File: config.mk
export PLATFORM = sky130hd
export DESIGN_NAME = userio_osd_ctrl
export DESIGN_NICKNAME = d
export VERILOG_FILES = /design/src/rtl/userio_osd_pkg.sv /design/src/rtl/userio_osd_ctrl.sv
export SDC_FILE = /design/constraint.sdc
export NUM_CORES = 1
export LEC_CHECK = 0
export BUFFER_PORTS_ARGS = -buffer_cell sky130_fd_sc_hd__buf_2
export CAP_MARGIN = 15
export CELL_PAD_IN_SITES_DETAIL_PLACEMENT = 1
export CELL_PAD_IN_SITES_GLOBAL_PLACEMENT = 2
export CORE_MARGIN = 2
export CORE_UTILIZATION = 34
export CTS_BUF_LIST = sky130_fd_sc_hd__clkbuf_2
export DETAILED_ROUTE_END_ITERATION = 6
export PLACE_DENSITY = 0.78
export SYNTH_ARGS = -nofsm -noshare
export SYNTH_HDL_FRONTEND = slang
export SYNTH_SLANG_ARGS = --single-unit
File: constraint.sdc
create_clock -name clk -period 1.7 [get_ports clk]
set_clock_uncertainty 0.15 [all_clocks]
set_input_delay 0.34 -clock clk [delete_from_list [all_inputs] [get_ports clk]]
set_output_delay 0.34 -clock clk [all_outputs]
set_load 0.01 [all_outputs]
File: src/rtl/userio_osd_pkg.sv
// Shared constants, opcode table and state encoding for the OSD SPI command sequencer.
package userio_osd_pkg;

    localparam int ROW_W     = 3;
    localparam int COL_W     = 8;
    localparam int ADDR_W    = ROW_W + COL_W;
    localparam int CFG_IDX_W = 3;

    localparam logic [7:0] OSD_ID = 8'hA1;

    // Opcode values and the bits that must match for each opcode family
    localparam logic [7:0] OP_NOP            = 8'h00;
    localparam logic [7:0] OP_NOP_MASK       = 8'hFF;
    localparam logic [7:0] OP_WR_LINE        = 8'h20;
    localparam logic [7:0] OP_WR_LINE_MASK   = 8'hF8;
    localparam logic [7:0] OP_OSD_CTL        = 8'h40;
    localparam logic [7:0] OP_OSD_CTL_MASK   = 8'hFE;
    localparam logic [7:0] OP_WR_CFG         = 8'h60;
    localparam logic [7:0] OP_WR_CFG_MASK    = 8'hF8;
    localparam logic [7:0] OP_RD_STATUS      = 8'h80;
    localparam logic [7:0] OP_RD_STATUS_MASK = 8'hFF;

    typedef enum logic [2:0] {
        IDLE,
        LINE,
        CFG,
        STAT,
        IGNORE
    } osd_state_e;

    function automatic logic opMatch(input logic [7:0] dat, input logic [7:0] op,
                                     input logic [7:0] mask);
        return (dat & mask) == op;
    endfunction

endpackage

File: src/rtl/userio_osd_ctrl.sv
// Decodes the OSD SPI byte stream into buffer writes, config writes and the OSD enable.
// Optional status readback (opcode 8'h80) is built only when OSD_READBACK_EN is defined.
module userio_osd_ctrl
    import userio_osd_pkg::*;
(
    input  logic                 clk,
    input  logic                 _reset,
    input  logic                 clk7_en,
    input  logic                 spi_rx,
    input  logic                 spi_cmd,
    input  logic [7:0]           spi_dat,
    input  logic                 spi_vld,
    output logic [7:0]           spi_tx,
    output logic                 buf_wr,
    output logic [ADDR_W-1:0]    buf_addr,
    output logic [7:0]           buf_dat,
    output logic                 cfg_wr,
    output logic [CFG_IDX_W-1:0] cfg_idx,
    output logic [7:0]           cfg_dat,
    output logic                 osd_enable,
    input  logic [7:0]           status_in,
    output logic                 status_ack,
    output logic                 cmd_err
);

    osd_state_e           state_q, state_d;
    logic [ROW_W-1:0]     row_q, row_d;
    logic [COL_W-1:0]     col_q, col_d, col_eff;
    logic [ADDR_W-1:0]    buf_addr_q, buf_addr_d;
    logic [7:0]           buf_dat_q, buf_dat_d;
    logic                 buf_wr_q, buf_wr_d;
    logic                 cfg_wr_q, cfg_wr_d;
    logic [CFG_IDX_W-1:0] cfg_idx_q, cfg_idx_d;
    logic [7:0]           cfg_dat_q, cfg_dat_d;
    logic                 osd_enable_q, osd_enable_d;
    logic [7:0]           spi_tx_q, spi_tx_d;
    logic                 cmd_err_q, cmd_err_d;

`ifdef OSD_READBACK_EN
    logic                 status_ack_q, status_ack_d;
    assign status_ack = status_ack_q;
`else
    logic                 unused_status;
    assign unused_status = ^status_in;
    assign status_ack    = 1'b0;
`endif

    // The column advances on the edge that retires a write, so a back-to-back byte sees it early
    assign col_eff = buf_wr_q ? col_q + 8'd1 : col_q;

    always_comb begin
        state_d      = state_q;
        row_d        = row_q;
        col_d        = col_eff;
        buf_addr_d   = buf_addr_q;
        buf_dat_d    = buf_dat_q;
        buf_wr_d     = 1'b0;
        cfg_wr_d     = 1'b0;
        cfg_idx_d    = cfg_idx_q;
        cfg_dat_d    = cfg_dat_q;
        osd_enable_d = osd_enable_q;
        spi_tx_d     = spi_tx_q;
        cmd_err_d    = 1'b0;
`ifdef OSD_READBACK_EN
        status_ack_d = 1'b0;
`endif
        if (spi_rx) begin
            if (spi_cmd) begin
                if (opMatch(spi_dat, OP_WR_LINE, OP_WR_LINE_MASK)) begin
                    row_d   = spi_dat[ROW_W-1:0];
                    col_d   = '0;
                    state_d = LINE;
                end else if (opMatch(spi_dat, OP_OSD_CTL, OP_OSD_CTL_MASK)) begin
                    osd_enable_d = spi_dat[0];
                    state_d      = IGNORE;
                end else if (opMatch(spi_dat, OP_WR_CFG, OP_WR_CFG_MASK)) begin
                    cfg_idx_d = spi_dat[CFG_IDX_W-1:0];
                    state_d   = CFG;
                end else if (opMatch(spi_dat, OP_NOP, OP_NOP_MASK)) begin
                    state_d = IGNORE;
`ifdef OSD_READBACK_EN
                end else if (opMatch(spi_dat, OP_RD_STATUS, OP_RD_STATUS_MASK)) begin
                    spi_tx_d = status_in;
                    state_d  = STAT;
`endif
                end else begin
                    cmd_err_d = 1'b1;
                    state_d   = IGNORE;
                end
            end else begin
                case (state_q)
                    LINE: begin
                        buf_wr_d   = 1'b1;
                        buf_addr_d = {row_q, col_eff};
                        buf_dat_d  = spi_dat;
                    end
                    CFG: begin
                        cfg_wr_d  = 1'b1;
                        cfg_dat_d = spi_dat;
                        state_d   = IGNORE;
                    end
`ifdef OSD_READBACK_EN
                    STAT: begin
                        status_ack_d = 1'b1;
                        spi_tx_d     = status_in;
                    end
`endif
                    default: ;
                endcase
            end
        end else if (!spi_vld) begin
            state_d  = IDLE;
            spi_tx_d = OSD_ID;
        end
    end

    always_ff @(posedge clk or negedge _reset) begin
        if (!_reset) begin
            state_q      <= IDLE;
            row_q        <= '0;
            col_q        <= '0;
            buf_addr_q   <= '0;
            buf_dat_q    <= '0;
            buf_wr_q     <= 1'b0;
            cfg_wr_q     <= 1'b0;
            cfg_idx_q    <= '0;
            cfg_dat_q    <= '0;
            osd_enable_q <= 1'b0;
            spi_tx_q     <= OSD_ID;
            cmd_err_q    <= 1'b0;
`ifdef OSD_READBACK_EN
            status_ack_q <= 1'b0;
`endif
        end else if (clk7_en) begin
            state_q      <= state_d;
            row_q        <= row_d;
            col_q        <= col_d;
            buf_addr_q   <= buf_addr_d;
            buf_dat_q    <= buf_dat_d;
            buf_wr_q     <= buf_wr_d;
            cfg_wr_q     <= cfg_wr_d;
            cfg_idx_q    <= cfg_idx_d;
            cfg_dat_q    <= cfg_dat_d;
            osd_enable_q <= osd_enable_d;
            spi_tx_q     <= spi_tx_d;
            cmd_err_q    <= cmd_err_d;
`ifdef OSD_READBACK_EN
            status_ack_q <= status_ack_d;
`endif
        end
    end

    assign spi_tx     = spi_tx_q;
    assign buf_wr     = buf_wr_q;
    assign buf_addr   = buf_addr_q;
    assign buf_dat    = buf_dat_q;
    assign cfg_wr     = cfg_wr_q;
    assign cfg_idx    = cfg_idx_q;
    assign cfg_dat    = cfg_dat_q;
    assign osd_enable = osd_enable_q;
    assign cmd_err    = cmd_err_q;

endmodule
==> results of run 1 <==
[Yosys cell counts (2+ instances only)]
master	instances	area share
nand3_1	3	0.0067
nor3_2	2	0.0089
buf_4	10	0.034
a21oi_1	2	0.0045
xor2_1	3	0.012
xnor2_1	3	0.012
mux2_4	2	0.013
a32o_1	2	0.0089
dfrtp_1	48	0.54
o21ai_0	19	0.042
buf_2	2	0.0045
mux2_2	22	0.11
nand2_1	20	0.034
buf_6	2	0.010
inv_1	5	0.0084
conb_1	2	0.0034
nor3_1	3	0.0067
nor2_1	7	0.012
a22o_1	5	0.020
a21o_1	2	0.0067
[power by group]
group          switching (uW)  internal (uW)  leakage, uW
Clock                     382            101    0.0000308
Combinational             122            103     0.000817
Sequential               25.0           1180     0.000657
[stage by stage]
step,TNS [ns],setup slack (ns),cell area [sq um],hold slack [ns],util
2_1_floorplan,0,0.08533,2265,-0.1056,-
3_3_place_gp,-0.7622,-0.1101,2695,0.1942,0.4244
3_5_place_dp,-1.153,-0.1342,2695,0.2025,0.4244
4_1_cts,0,0.01161,2778,0.02112,0.4374
5_1_grt,-0.2473,-0.03561,2829,0.01051,0.4455
6_report,0,0.05212,2829,0.03644,0.4455
[logic make-up (layout without fill, tap and decap cells)]
family | Yosys count | after routing | share of synthesized area
AND/OR/NAND/NOR | 49 | 49 | 0.1336
flip-flops | 48 | 48 | 0.5366
AO/OA/AOI/OAI | 36 | 36 | 0.1040
multiplexers | 26 | 26 | 0.1336
buffers and inverters | 21 | 92 | 0.05981
XOR/XNOR | 6 | 6 | 0.02348
other | 2 | 10 | 0.003355
adder cells (fa/ha/maj) | 1 | 1 | 0.005589
[cell type report]
| type | instances | area [sq um] |
|---|---|---|
| sequential | 48 | 1202 |
| clock inverter | 3 | 17.52 |
| tap | 77 | 96.34 |
| timing repair buffer | 78 | 514.2 |
| multi-input combinational | 127 | 948.4 |
| fill | 714 | 3521 |
| antenna | 1 | 2.502 |
| clock buffer | 5 | 25.02 |
| inverter | 6 | 22.52 |
[metal layers]
| metal | vias up | global-route usage | wire length [um] |
|---|---|---|---|
| met2 | 31 | 0.2507 | 2503 |
| met5 | - | 0 | 0 |
| met1 | 827 | 0.1899 | 2334 |
| met3 | 5 | 0.02724 | 164 |
| li1 | 801 | - | - |
| met4 | 0 | 0.05772 | 80 |
[sequential cells by signal, summed over array words and instances, names as in the netlist]
signal,flops
buf_dat,8
buf_wr,1
osd_enable,1
cfg_dat,8
cfg_idx,3
buf_addr,11
state_q,3
row_q,3
cmd_err,1
cfg_wr,1
col_q,8
[path summary, 6_finish.rpt]
path / from / endpoint / slack [ns]
max in group asynchronous: _reset / col_q[0] / 0.89
hold reg to reg: buf_addr[1] / buf_addr[1] / 0.36
setup / recovery: state_q[2] / buf_addr[5] / 0.05
setup reg to reg: state_q[2] / buf_addr[5] / 0.05
min in group asynchronous: _reset / cfg_dat[0] / 0.23
hold / removal: spi_dat[7] / cfg_dat[7] / 0.04
[repair_timing]
action,4_1_cts,5_1_grt
hold buffers,2,0
buffers inserted,2,4
resized for setup,1,4
pin swaps,0,1
hold endpoints to repair,50,0
setup endpoints to repair,2,14
==> results by group, run 1 <==
Logic synthesis
  • Synth warn: 0
  • Fraction of registers with async set/reset: 1.000
  • Post-synth EDFFs: 0
  • Ys flop type: dfrtp_1
  • Synthesized area: 2238 sq um
  • Seq/Total Area, Yosys: 0.5366
  • Synthesized flop and latch total: 48
  • Synthesized area per cell: 11.84 sq um
  • Count of different cell masters after synthesis: 45
  • Post-Syn Instances: 189

Critical path
  • Crit path DAT: 1.86 ns
  • CP Max Fanout: 17
  • Crit path launch type: flop
  • Worst Path Required: 1.91 ns
  • Crit path max-delay family: simple AND/OR/NAND/NOR gates
  • Crit path buf inv count: 1
  • Cells on worst reg2reg path: 4
  • WS Path Type: reg2reg
  • Crit path depth: 4
  • CP cell instances: and4bb_2, nand3_4, buf_12, o21ai_0
  • Crit path largest cell delay: 0.44 ns
  • Crit path capture type: flop
  • Critical-path top delay cell: dfrtp_1

Drt
  • DR vias: 1664
  • Drt initial violations: 51
  • Vias per cell: 4.823
  • Wirelength per Cell: 14.73 um
  • Post-DRT Antenna Nets: 0
  • Final wirelength: 5082 um
  • Drt pass-1 iters: 4
  • DRC errors left: 0

Place
  • Final GP Congestion: 0.7670
  • Dpl cells: 328
  • HPWL Detailed: 3623 um
  • # port buffers: 47

Finish
  • Synth-to-layout area growth: 26.38%
  • Fin cells: 345
  • Most frequent cells in the layout: 47 x dfrtp_1, 47 x buf_2, 25 x buf_4
  • Final #Nets: 289
  • Fraction of layout cells with a size suffix above 1: 0.4532

Floorplan
  • Initial Util: 0.3525
  • # IOs: 65
  • Height of the die: 85.14 um
  • CORE AREA: 6350 sq um
  • Die area: 7249 sq um
  • Die width: 85.14 um
  • Cell row count: 29

Power
  • Leakage power total: 0.001506 uW
  • Pwr Density: 677.6 nW/um^2
  • Max VDD drop: 324.0 uV
  • Total power: 1917 uW

Status
  • Status: complete, no violations

Flow run
  • Max-cap violations: 0

Timing
  • Period Utilization, post-route: 0.9693
  • RSZ-0062 raised after global routing: true
  • Final Hold Vio Count: 0
  • Setup violations, final: 0
  • Final Max Slew Viols: 0
  • F_max: 606.8 MHz
  • Min cycle time layout: 1.648 ns

CTS
  • TritonCTS Buffers: 5
  • Clk slew on worst S/H paths: 0.26 ns
  • H-tree depth: 2
  • Worst-skew pair later-pin latency: 0.43 ns
  • CTS tree: built
  • Longest Clk Path Bufs: 2
  • Root Buffer: clkbuf_2
  • Sink Count: 48

Global routing
  • Remaining Overflow, GRT: 0
  • First-pass GRT wire length: 8562 um
  • Initial antenna violation count: 1
  • Total GRT Usage: 0.1489
  • Largest net degree at the start of global routing: 49
  • Vias in the first global route: 1790

Worst hold path
  • Hold Path Stages: 2
  • Hold crit path type: in2reg
No activity file was read; power rests on OpenSTA's default activity.
==> run 2: changes to the inputs <==
Settings changed: CORE_ASPECT_RATIO set to 1.5.
==> run 2 against run 1 <==
Compared with the run above: the flow now finishes with violations (setup timing); first-iteration DRC count down 24%; setup slack got worse by 0.055 ns; utilization is 0.44 points higher; global-route usage is 0.34 points higher; die area rose by 0.18%; combinational power is 8% higher; sequential share of layout area is 1.1 points lower; design area rose by 2.4%; non-clock buffer count up 10; via count grew 4.2%; clock-buffer cell count is 1 higher; critical endpoint is now buf_addr[10].
==> results by group, run 2 (same netlist as run 1, synthesis figures left out) <==
Timing
  • Worst hold slack: 0.06751 ns (+0.03107 ns)
  • F_max: 587.2 MHz (-3.2%)
  • Setup violations, final: 1 (+1)
  • Period Utilization, post-route: 1.002 (+0.03250)
  • Final Hold Vio Count: 0 (unchanged)
  • RSZ-0062 raised after global routing: true
  • Final worst setup slack: -0.003127 ns (-0.05525 ns)
  • Final Max Slew Viols: 0 (unchanged)
  • Min cycle time layout: 1.703 ns (+0.05525 ns)

Finish
  • Max reg flops: 11 (unchanged)
  • Fin cells: 353 (+2.3%)
  • Fill cells: 751 (+5.2%)
  • FF+latch area: 1201 sq um (-0.10%)
  • Synth-to-layout area growth: 29.46%
  • Most frequent cells in the layout: 48 x dfrtp_1, 46 x buf_2, 36 x buf_4
  • Fraction of layout cells with a size suffix above 1: 0.4765 (+0.02335)
  • Area of the multi-input gates: 953.4 sq um (+0.53%)
  • Diodes inserted: 0 (-1)
  • Commonest non-fill, non-tap cell in the layout: dfrtp_1
  • Final #Nets: 299 (+3.5%)

Drt
  • Wirelength per Cell: 14.91 um (+1.2%)
  • DR vias: 1734 (+4.2%)
  • Drt pass-1 iters: 4 (unchanged)
  • DRC errors left: 0 (unchanged)
  • Vias per cell: 4.912 (+1.8%)
  • Drt initial violations: 39 (-24%)
  • Final wirelength: 5262 um (+3.5%)
  • Post-DRT Antenna Nets: 0 (unchanged)

Place
  • Dpl cells: 333 (+1.5%)
  • HPWL Detailed: 3883 um (+7.2%)
  • Final GP Congestion: 0.7530 (-1.8%)
  • # port buffers: 47 (unchanged)

Critical path
  • RR Startpoint: state_q[2]
  • Launch point of the critical path: state_q[2]
  • Crit path DAT: 1.89 ns (+0.03 ns)
  • CP cell instances: and4bb_2, nand3_4, buf_4, mux2_4
  • WS Path Type: reg2reg
  • Crit path capture type: flop
  • Critical-path top delay cell: dfrtp_1
  • Crit path launch type: flop
  • Crit path largest cell delay: 0.46 ns (+0.02 ns)
  • CP Max Fanout: 9 (-8)
  • Worst Path Required: 1.89 ns (-0.02 ns)

Power
  • Leakage power total: 0.001545 uW (+2.6%)
  • Pwr Density: 663.5 nW/um^2 (-2.1%)
  • Max VDD drop: 412.5 uV (+27%)

Global routing
  • Largest net degree at the start of global routing: 49 (unchanged)
  • Total GRT Usage: 0.1523 (+0.003434)
  • Busiest grt layer: met2
  • Met2 Track Usage GR: 0.2866 (+0.03594)
  • M3 GR Usage: 0.02907 (+0.001832)
  • Met1 Track Usage GR: 0.1733 (-0.01651)
  • First-pass GRT wire length: 8707 um (+1.7%)
  • Remaining Overflow, GRT: 0 (unchanged)
  • Vias in the first global route: 1766 (-1.3%)
  • Initial antenna violation count: 0 (-1)

Floorplan
  • # IOs: 65 (unchanged)
  • Initial Util: 0.3475 (-0.004999)
  • Height of the die: 103.4 um (+21%)
  • Cell row count: 36 (+24%)
  • Die width: 70.25 um (-17%)
  • Die area: 7262 sq um (+0.18%)
  • CORE AREA: 6441 sq um (+1.4%)

Status
  • Status: complete, but fails checks
  • Failing checks: setup timing

CTS
  • Worst-skew pair later-pin latency: 0.43 ns (about the same)
  • CTS tree: built
  • TritonCTS Buffers: 5 (unchanged)
  • Root Buffer: clkbuf_2
  • Longest Clk Path Bufs: 2 (unchanged)
  • H-tree depth: 2 (unchanged)
  • Clk slew on worst S/H paths: 0.23 ns (-0.03 ns)
  • Sink Count: 48 (unchanged)

Worst hold path
  • Hold crit path type: in2reg
  • Hold wc startpoint: spi_dat[0]

Flow run
  • Max-cap violations: 0 (unchanged)
[run 2: final cells by class]
type	count	share of cell area
Sequential cell	48	0.4145
Inverter	6	0.007772
Timing Repair Buffer	88	0.2016
Tap cell	76	0.03282
Clock inverter	2	0.003886
Clock buffer	6	0.01036
Multi-Input combinational cell	127	0.3290
[run 2: path summary, 6_finish.rpt]
path                                      to  slack, ns  cells past startpoint
worst min register to register   buf_addr[1]       0.36                      2
min in group asynchronous         cfg_dat[7]       0.22                      3
worst max-delay path            buf_addr[10]     -0.003                      4
worst min-delay path              osd_enable       0.07                      2
max in group asynchronous           row_q[2]       0.94                      3
worst max register to register  buf_addr[10]     -0.003                      4
[run 2: power breakdown]
part | switching, uW | internal (uW)
sequential | 24.0 | 1180
combinational | 128 | 114
clock | 371 | 102
[run 2: stage by stage]
| step | power, uW | area (sq um) | TNS, ns | utilization | worst slack [ns] |
|---|---|---|---|---|---|
| 2_1_floorplan | 1341 | 2265 | 0 | - | 0.08533 |
| 3_3_place_gp | 1453 | 2726 | -1.369 | 0.4233 | -0.1533 |
| 3_5_place_dp | 1461 | 2726 | -1.866 | 0.4233 | -0.1559 |
| 4_1_cts | 1936 | 2823 | 0 | 0.4382 | 0.01298 |
| 5_1_grt | 2034 | 2898 | -0.1412 | 0.4499 | -0.03246 |
| 6_report | 1923 | 2898 | -0.003127 | 0.4499 | -0.003127 |
[run 2: what timing repair did]
item | CTS | global route
setup buffers | 6 | 5
pin swaps | 0 | 1
endpoints found under the hold margin | 48 | 0
setup endpoints to repair | 8 | 18
cloned | 0 | 0
resized for setup | 0 | 7
hold buffers | 1 | 0
[run 2: per-layer routing]
metal,vias to the layer above,share of wire,wire (um)
met5,-,0,0
met4,0,0.012,61
met3,5,0.036,192
met2,36,0.56,2955
met1,874,0.39,2052
li1,819,-,-
[run 2: worst max-delay path, delay by kind of cell (launching register included)]
kind / cells / cell delay [ns]
buffers and inverters: 1 / 0.20
flip-flops: 1 / 0.46
multiplexers: 1 / 0.28
AND/OR/NAND/NOR: 2 / 0.54
